`config.mk`:
```
export PLATFORM = sky130hd
export DESIGN_NAME = wavegen_dds
export DESIGN_NICKNAME = d
export VERILOG_FILES = /design/src/rtl/wavegen_pkg.sv /design/src/rtl/wavegen_shaper.sv /design/src/rtl/wavegen_dds.sv
export SDC_FILE = /design/constraint.sdc
export NUM_CORES = 1
export LEC_CHECK = 0
export ABC_AREA = 0
export BUFFER_PORTS_ARGS = -buffer_cell sky130_fd_sc_hd__buf_4
export CAP_MARGIN = 20
export CORE_MARGIN = 8
export CORE_UTILIZATION = 54
export CTS_BUF_LIST = sky130_fd_sc_hd__clkbuf_4 sky130_fd_sc_hd__clkbuf_8
export CTS_CLUSTER_SIZE = 30
export DETAILED_ROUTE_END_ITERATION = 7
export PLACE_DENSITY = 0.78
export SYNTH_ARGS = -nofsm -noshare
export SYNTH_HDL_FRONTEND = slang
export SYNTH_SLANG_ARGS = --single-unit
```
`constraint.sdc`:
```
create_clock -name dac_clk -period 4.2 [get_ports dac_clk]
set_input_delay 0.42 -clock dac_clk [delete_from_list [all_inputs] [get_ports dac_clk]]
set_output_delay 0.42 -clock dac_clk [all_outputs]
set_load 0.01 [all_outputs]
```
`src/rtl/wavegen_pkg.sv`:
```
`default_nettype none
// +----------------------------------------------------------------------+
// | wavegen_pkg : shared mode encoding and default widths for wavegen    |
// | Rev 1.0                                                              |
// +----------------------------------------------------------------------+
package wavegen_pkg;

   localparam int c_DEF_DATA_W = 10;
   localparam int c_DEF_ACC_W  = 16;

   typedef enum logic [1:0] {
      MODE_SAW  = 2'd0,
      MODE_TRI  = 2'd1,
      MODE_SQR  = 2'd2,
      MODE_RSAW = 2'd3
   } mode_e;

endpackage
`default_nettype wire

```
`src/rtl/wavegen_shaper.sv`:
```
`default_nettype none
// +----------------------------------------------------------------------+
// | wavegen_shaper : combinational phase-to-sample mapping per mode      |
// | Rev 1.0                                                              |
// +----------------------------------------------------------------------+
module wavegen_shaper
   import wavegen_pkg::*;
#(
   parameter int DATA_W = c_DEF_DATA_W
) (
   input  logic [DATA_W-1:0] p,
   input  mode_e             mode,
   input  logic [DATA_W-1:0] duty,
   output logic [DATA_W-1:0] sample
);

   logic [DATA_W-2:0] w_tri;

   always_comb begin
      // Second half-period folds the lower phase bits back down.
      w_tri  = p[DATA_W-1] ? ~p[DATA_W-2:0] : p[DATA_W-2:0];
      sample = '0;
      case (mode)
         MODE_SAW: sample = p;
         MODE_TRI: sample = {w_tri, 1'b0};
         MODE_SQR: sample = (p < duty) ? '1 : '0;
         default:  sample = ~p;
      endcase
   end

endmodule
`default_nettype wire

```
`src/rtl/wavegen_dds.sv`:
```
`default_nettype none
// +----------------------------------------------------------------------+
// | wavegen_dds : phase-accumulator waveform generator with shadowed     |
// |               configuration applied on period boundaries             |
// | Rev 1.0                                                              |
// +----------------------------------------------------------------------+
module wavegen_dds
   import wavegen_pkg::*;
#(
   parameter int          DATA_W   = c_DEF_DATA_W,
   parameter int          ACC_W    = c_DEF_ACC_W,    // must be >= DATA_W+1
   parameter int unsigned FTW_RST  = 2**(ACC_W-DATA_W),
   parameter logic [1:0]  MODE_RST = 2'd0
) (
   input  logic              dac_clk,
   input  logic              dac_rst,
   input  logic              en,
   input  logic              cfg_load,
   input  logic [ACC_W-1:0]  cfg_ftw,
   input  logic [1:0]        cfg_mode,
   input  logic [DATA_W-1:0] cfg_duty,
   output logic              cfg_ack,
   output logic [DATA_W-1:0] dac_data,
   output logic              sync
);

   localparam logic [ACC_W-1:0]  c_FTW_RST  = ACC_W'(FTW_RST);
   localparam mode_e             c_MODE_RST = mode_e'(MODE_RST);
   localparam logic [DATA_W-1:0] c_DUTY_RST = {1'b1, {(DATA_W-1){1'b0}}};

   logic [ACC_W-1:0]  r_acc;
   logic [ACC_W-1:0]  r_ftw_act;
   mode_e             r_mode_act;
   logic [DATA_W-1:0] r_duty_act;
   logic [ACC_W-1:0]  r_ftw_shd;
   mode_e             r_mode_shd;
   logic [DATA_W-1:0] r_duty_shd;
   logic              r_pending;
   logic              r_wrap_d;
   logic              r_sync;
   logic              r_ack;
   logic [DATA_W-1:0] r_dac_data;

   logic [ACC_W:0]    w_sum;
   logic              w_wrap;
   logic              w_apply;
   logic [DATA_W-1:0] w_phase;
   logic [DATA_W-1:0] w_sample;

   assign w_sum   = {1'b0, r_acc} + {1'b0, r_ftw_act};
   assign w_wrap  = en & w_sum[ACC_W];
   // Running: switch only at a period boundary. Idle: switch immediately.
   assign w_apply = r_pending & (~en | w_wrap);
   assign w_phase = r_acc[ACC_W-1 -: DATA_W];

   wavegen_shaper #(
      .DATA_W (DATA_W)
   ) u_shaper (
      .p      (w_phase),
      .mode   (r_mode_act),
      .duty   (r_duty_act),
      .sample (w_sample)
   );

   always_ff @(posedge dac_clk or posedge dac_rst) begin
      if (dac_rst) begin
         r_acc      <= '0;
         r_ftw_act  <= c_FTW_RST;
         r_mode_act <= c_MODE_RST;
         r_duty_act <= c_DUTY_RST;
         r_ftw_shd  <= c_FTW_RST;
         r_mode_shd <= c_MODE_RST;
         r_duty_shd <= c_DUTY_RST;
         r_pending  <= 1'b0;
         r_wrap_d   <= 1'b0;
         r_sync     <= 1'b0;
         r_ack      <= 1'b0;
         r_dac_data <= '0;
      end else begin
         if (en) begin
            r_acc <= w_sum[ACC_W-1:0];
         end
         // Two stages so sync lines up with the first post-wrap sample.
         r_wrap_d   <= w_wrap;
         r_sync     <= r_wrap_d;
         r_ack      <= w_apply;
         r_dac_data <= w_sample;

         if (w_apply) begin
            r_ftw_act  <= r_ftw_shd;
            r_mode_act <= r_mode_shd;
            r_duty_act <= r_duty_shd;
         end

         // A load coinciding with an apply keeps the new values pending.
         if (cfg_load) begin
            r_ftw_shd  <= cfg_ftw;
            r_mode_shd <= mode_e'(cfg_mode);
            r_duty_shd <= cfg_duty;
            r_pending  <= 1'b1;
         end else if (w_apply) begin
            r_pending  <= 1'b0;
         end
      end
   end

   assign dac_data = r_dac_data;
   assign sync     = r_sync;
   assign cfg_ack  = r_ack;

endmodule
`default_nettype wire

```
==> metrics.yaml, run 1 <==
status:
  outcome: "completed"
power:
  p_int_mw: 2.54
  switching_share_pct: 40.6
  irDropWorstVdd_uv: 408
  p_seq_share_pct: 34.2
  power_switching_mw: 1.73
  power_frac_comb_pct: 51.9
  p_clk_share_pct: 14.0
  leakage_nw: 2.23
  power_density_nw_per_um2: 862
  p_total_mw: 4.27
synthesis:
  syn_inst: 368
  synth_top_area_share_pct: 47.0
  netlist_top_cells_count: "dfrtp_1 (82), mux2_2 (56), ha_1 (25)"
  syn_area_um2: 4360
  synthFlopType: "dfrtp_1"
  synthSimpleGateAreaFrac_pct: 5.82
  synth_area_leaders: "dfrtp_1 (47%), mux2_2 (14%), ha_1 (7.2%)"
  yosysWarnings: 0
  synth_compound_area_share_pct: 13.4
  synth_cell_types: 47
  synth_seq_cells: 86
  syn-num-nets: 426
  synth-xor-area-share_pct: 3.41
  avgSynthCellArea_um2: 11.9
  synth_top_area_cell: "dfrtp_1"
  synthAdderAreaFrac_pct: 7.63
  synth-edff-count: 0
  yosysMostFrequentCell: "dfrtp_1"
  synth_top_family_by_area: "multiplexers"
  synthMuxAreaShare_pct: 17.0
  ys_seq_area_share_pct: 49.4
  async_flop_share_pct: 100
clock_network:
  cts.path.max_buffers: 2
  root_buffer: "clkbuf_8"
  insertion_delay_ps: 360
  cts_buffers: 9
  cts_tree: "yes"
  path_clk_slew_ps: 90
  ctsResizeCount: 0
  hold_buffers: 0
  htree_levels: 3
  post-cts-setup-buffer-count: 0
  clkSinkCount: 86
global_routing:
  grt_overflow: 0
  grt_usage_pct: 15.8
  grt_pass1_vias: 3008
  antenna_found_initial: 0
  grt_pass1_wl_um: 14500
  grt_max_degree: 48
timing:
  fin_ws_ps: 1400
  period_minus_slack_ps: 2800
  fin_setup_tns_ps: 0
  tightest_slew_ps: 798
  setup_viol: 0
  final.setup_skew_ps: 9.91
  max_freq_mhz: 357
  slew_headroom_pct: 46.8
  rsz0062_at_grt: "false"
  period_share_pct: 66.6
  finalMaxSlewViolations: 0
  finalHoldViolCount: 0
final_layout:
  final_cells: 516
  final_nets: 467
  nFillCells: 596
  drive_gt1_share_pct: 29.7
  syn_to_final_growth_pct: 13.5
  final_util_pct: 63.7
  n_antenna_cell: 0
setup_path:
  crit_type: "flop to flop"
  end_kind: "flop"
  arrival_ps: 3040
  path_max_fanout: 25
  cp_data_required_time_ps: 4440
  start_kind: "flop"
worst_hold_path:
  hold_path_class: "input port to asynchronous set/reset pin"
drt:
  ant_nets: 0
  via_per_inst: 5.77
  dr.pass1.iters: 4
  wl_per_cell_um: 16.2
  drt_iter0_drc: 192
  vias: 2977
  drcViolationCount: 0
  wl_um: 8350
floorplanning:
  dieArea_um2: 11200
  core_region_area_um2: 7770
  initial_core_util_pct: 56.2
  die_y_um: 106
  die-width_um: 106
  top_level_ports: 44
  rows: 32
placement:
  dp_cells: 500
  dp_slack_ps: 1400
  place.gp.congestion: 0.903
  place_hpwl_um: 6030
  port_buffers: 43
job:
  maxCapViolations: 0
==> logic make-up (layout without fill, tap and decap cells) <==
logic type,after synthesis,count (layout)
DFF,86,86
AOI/OAI and AO/OA,85,85
muxes,66,66
and+or+nand+nor,57,57
buffers and inverters,31,77
adders and majority gates,26,26
xor gates and xnor gates,17,17
==> state kept, by name, summed over array words and instances (netlist names) <==
signal and cells:
r_pending 1, r_duty_act 10, r_ftw_shd 16, cfg_ack 1, sync 1, r_wrap_d 1, r_mode_shd 2, r_duty_shd 10
r_mode_act 2, dac_data 10, r_ftw_act 16, r_acc 16
==> power groups by stage <==
stage / Combinational (mW) / Clock [mW] / Sequential (mW)
after floorplan: 1.80 / 0 / 1.37
after global placement: 2.11 / 0 / 1.46
after detailed placement: 2.20 / 0 / 1.47
after CTS: 2.22 / 0.608 / 1.46
after global routing: 2.49 / 0.642 / 1.51
final: 2.21 / 0.596 / 1.46
==> cell type report <==
type                            count  area (um^2)  area share [%]
Inverter                           16         61.3            1.24
Multi-Input combinational cell    251         2060            41.7
Sequential cell                    86         2160            43.6
Clock inverter                      7         80.1            1.62
Timing Repair Buffer               45          338            6.83
Tap cell                          102          128            2.58
Clock buffer                        9          124            2.50
==> metal layers <==
metal	vias up	share of wire, %	global-route usage [%]
met3	11	5.7	4.02
li1	1419	-	-
met4	0	1.6	5.73
met2	80	47	25.3
met5	-	0	0
met1	1467	45	20.1
==> per-stage QoR <==
| step | hold WS [ps] | cell area (um^2) |
|---|---|---|
| 2_1_floorplan | 331 | 4360 |
| 3_3_place_gp | 339 | 4750 |
| 3_5_place_dp | 337 | 4750 |
| 4_1_cts | 214 | 4950 |
| 5_1_grt | 249 | 4950 |
| 6_report | 192 | 4950 |
==> cell usage in the layout, fill, tap and decap left out, types with 2 or more instances in the layout <==
master and instances:
xor2_1 10, dfrtp_1 82, xnor2_1 7, nor3_1 3, mux2_2 56, ha_1 25, buf_4 45, o221ai_1 9
o21bai_1 2, o41ai_1 2, nand3_1 4, clkbuf_8 9, o2111a_1 2, a21o_1 8, a21boi_0 3, dfstp_2 4
or3_1 2, nand2b_1 2, nor2_1 15, a21oi_1 18, nand4_1 5, a211o_1 2, o21ai_0 18, mux2_1 9
clkinv_2 2, o211ai_1 3, nand2_1 23, a211oi_1 6, inv_1 15, o21a_1 2, a221o_1 2, inv_6 2
==> worst max-delay path: stages, from the launching register on <==
cell and delay (ps):
dfrtp_1 360, ha_1 220, fa_1 240, a211oi_1 90
o21a_1 230, a211o_1 380, a31oi_2 360, buf_4 410
mux2_2 390
==> worst paths after layout <==
path	slack, ps	endpoint	cells past startpoint	startpoint
min	190	r_ftw_act[14]$_DFFE_PP0P_	2	dac_rst
max reg2reg	1400	r_ftw_act[9]$_DFFE_PP0P_	8	r_ftw_act[0]$_DFFE_PP0P_
max in group asynchronous	3030	r_duty_act[9]$_DFFE_PP1P_	3	dac_rst
min reg2reg	360	sync$_DFF_PP0_	0	r_wrap_d$_DFF_PP0_
min in group dac_clk	290	r_ftw_shd[8]$_DFFE_PP0P_	2	cfg_ftw[8]
max	1400	r_ftw_act[9]$_DFFE_PP0P_	8	r_ftw_act[0]$_DFFE_PP0P_
Note: power is estimated with default switching activity, not from simulation.
==> inputs of run 2 (changes only) <==
==> constraint.sdc (replaced) <==
create_clock -name dac_clk -period 2.9 [get_ports dac_clk]
set_input_delay 0.29 -clock dac_clk [delete_from_list [all_inputs] [get_ports dac_clk]]
set_output_delay 0.29 -clock dac_clk [all_outputs]
set_load 0.01 [all_outputs]
==> run 2 against run 1 <==
  * Setup slack got worse by 1200 ps
  * Global-route usage up 0.18 points
  * Clock skew grew 8.5 ps
  * Final cell count grew 1.4%
  * Die area did not move
  * First-iteration DRC count is 45% lower
  * Largest power group unchanged
==> metrics.yaml, run 2 (synthesis results as in run 1) <==
clock_network:
  path_clk_slew_ps: 100  # about the same
  clkSinkCount: 86  # unchanged
  insertion_delay_ps: 360  # about the same
  cts_tree: "yes"
  post-cts-setup-buffer-count: 0  # unchanged
  cts_buffers: 9  # unchanged
  root_buffer: "clkbuf_8"
  cts.path.max_buffers: 2  # unchanged
  htree_levels: 3  # unchanged
floorplanning:
  die-width_um: 106  # unchanged
  initial_core_util_pct: 56.2  # unchanged
  core_region_area_um2: 7770  # unchanged
  die_y_um: 106  # unchanged
  dieArea_um2: 11200  # unchanged
  rows: 32  # unchanged
  top_level_ports: 44  # unchanged
placement:
  place.gp.congestion: 0.886  # -1.8%
  place_hpwl_um: 6260  # +3.8%
  port_buffers: 43  # unchanged
  dp_cells: 506  # +1.2%
setup_path:
  start_kind: "flop"
  crit_type: "flop to flop"
  path_max_fanout: 25  # unchanged
  end_kind: "flop"
  arrival_ps: 2920  # -120 ps
  cp_data_required_time_ps: 3140  # -1300 ps
final_layout:
  multi_input_area_um2: 2060  # unchanged
  nFillCells: 632  # +6.0%
  final_nets: 474  # +1.5%
  n_antenna_cell: 0  # unchanged
  drive_gt1_share_pct: 30.6  # +0.93 points
  most-common-layout-cells: "dfrtp_1 (82), mux2_2 (56), buf_4 (50)"
  reg_top3: "r_acc x16, r_ftw_act x16, r_ftw_shd x16"
  ff_latch_area_um2: 2160  # unchanged
  final_cells: 523  # +1.4%
  final_common_cell: "dfrtp_1"
  syn_to_final_growth_pct: 14.5
drt:
  wl_per_cell_um: 16.4  # +1.6%
  wl_um: 8600  # +3.0%
  dr.pass1.iters: 4  # unchanged
  drcViolationCount: 0  # unchanged
  ant_nets: 0  # unchanged
  vias: 3020  # +1.4%
  drt_iter0_drc: 106  # -45%
  via_per_inst: 5.77  # about the same
timing:
  max_freq_mhz: 373  # +4.3%
  period_minus_slack_ps: 2680  # -115 ps
  setup_viol: 0  # unchanged
  period_share_pct: 92.5  # +26 points
  finalMaxSlewViolations: 0  # unchanged
  slew_headroom_pct: 61.9  # +15 points
  fin_setup_tns_ps: 0  # unchanged
  rsz0062_at_grt: "false"
  finalHoldViolCount: 0  # unchanged
  final.setup_skew_ps: 18.4  # +8.47 ps
  tightest_slew_ps: 568  # -230 ps
global_routing:
  antenna_found_initial: 0  # unchanged
  grt_usage_pct: 15.9  # +0.18 points
  grt_overflow: 0  # unchanged
  grt_pass1_wl_um: 14600  # +0.57%
  grt_pass1_vias: 3068  # +2.0%
  grt_max_degree: 33  # -31%
power:
  irDropWorstVdd_uv: 475  # +16%
  leakage_nw: 2.25  # +0.86%
  p_total_mw: 6.21  # +45%
  power_density_nw_per_um2: 1240  # +44%
status:
  outcome: "completed"
job:
  maxCapViolations: 0  # unchanged
worst_hold_path:
  hold_path_class: "input port to flop"
==> run 2: timing repair <==
| action | 4_1_cts | 5_1_grt |
|---|---|---|
| endpoints found under the hold margin | 29 | 0 |
| hold buffers | 1 | 0 |
| resized for setup | 0 | 0 |
==> run 2: per-layer routing <==
layer  global-route usage [%]  wire [um]
met3                     3.29        405
met5                        0          0
met4                     7.34        188
met1                     19.9       3900
met2                     26.0       4110
==> run 2: worst max-delay path, stage by stage, from the launching register on <==
cell and delay, ps:
dfrtp_1 370, ha_1 210, fa_1 240, a211oi_1 90
o21a_1 240, a211o_1 380, a31oi_2 430, buf_12 250
mux2_2 350
==> run 2: worst paths after layout <==
path / start / cells after the start / slack, ps / end
worst max-delay path: r_ftw_act[0]$_DFFE_PP0P_ / 8 / 220 / r_ftw_act[15]$_DFFE_PP0P_
worst min register to register: r_wrap_d$_DFF_PP0_ / 0 / 350 / sync$_DFF_PP0_
max in group asynchronous: dac_rst / 4 / 1610 / r_ftw_shd[6]$_DFFE_PP1P_
worst max register to register: r_ftw_act[0]$_DFFE_PP0P_ / 8 / 220 / r_ftw_act[15]$_DFFE_PP0P_
min in group asynchronous: dac_rst / 3 / 500 / r_ftw_shd[10]$_DFFE_PP0P_
worst min-delay path: cfg_mode[1] / 2 / 150 / r_mode_shd[1]$_DFFE_PP0P_
==> run 2: through the flow <==
| stage | utilization, % | hold slack [ps] | worst slack, ps | cell area, um^2 |
|---|---|---|---|---|
| 2_1_floorplan | - | 331 | 395 | 4360 |
| 3_3_place_gp | 61.8 | 338 | 332 | 4800 |
| 3_5_place_dp | 61.8 | 336 | 229 | 4800 |
| 4_1_cts | 64.3 | 141 | 193 | 4990 |
| 5_1_grt | 64.3 | 138 | 69.0 | 4990 |
| 6_report | 64.3 | 151 | 218 | 4990 |
==> run 2: power breakdown <==
part	total, mW	switching, mW	internal [mW]
Clock	0.770	0.450	0.319
Combinational	3.41	1.76	1.65
Sequential	2.03	0.346	1.68
Total	6.21	2.55	3.65
==> run 2: layout make-up <==
type | count | area share [%]
repair buffers | 52 | 8.12
clock inverters | 7 | 1.13
inverters | 16 | 1.23
well taps | 102 | 2.56
flip-flops and latches | 86 | 43.2
clock buffers | 9 | 2.48
multi-input cells | 251 | 41.3
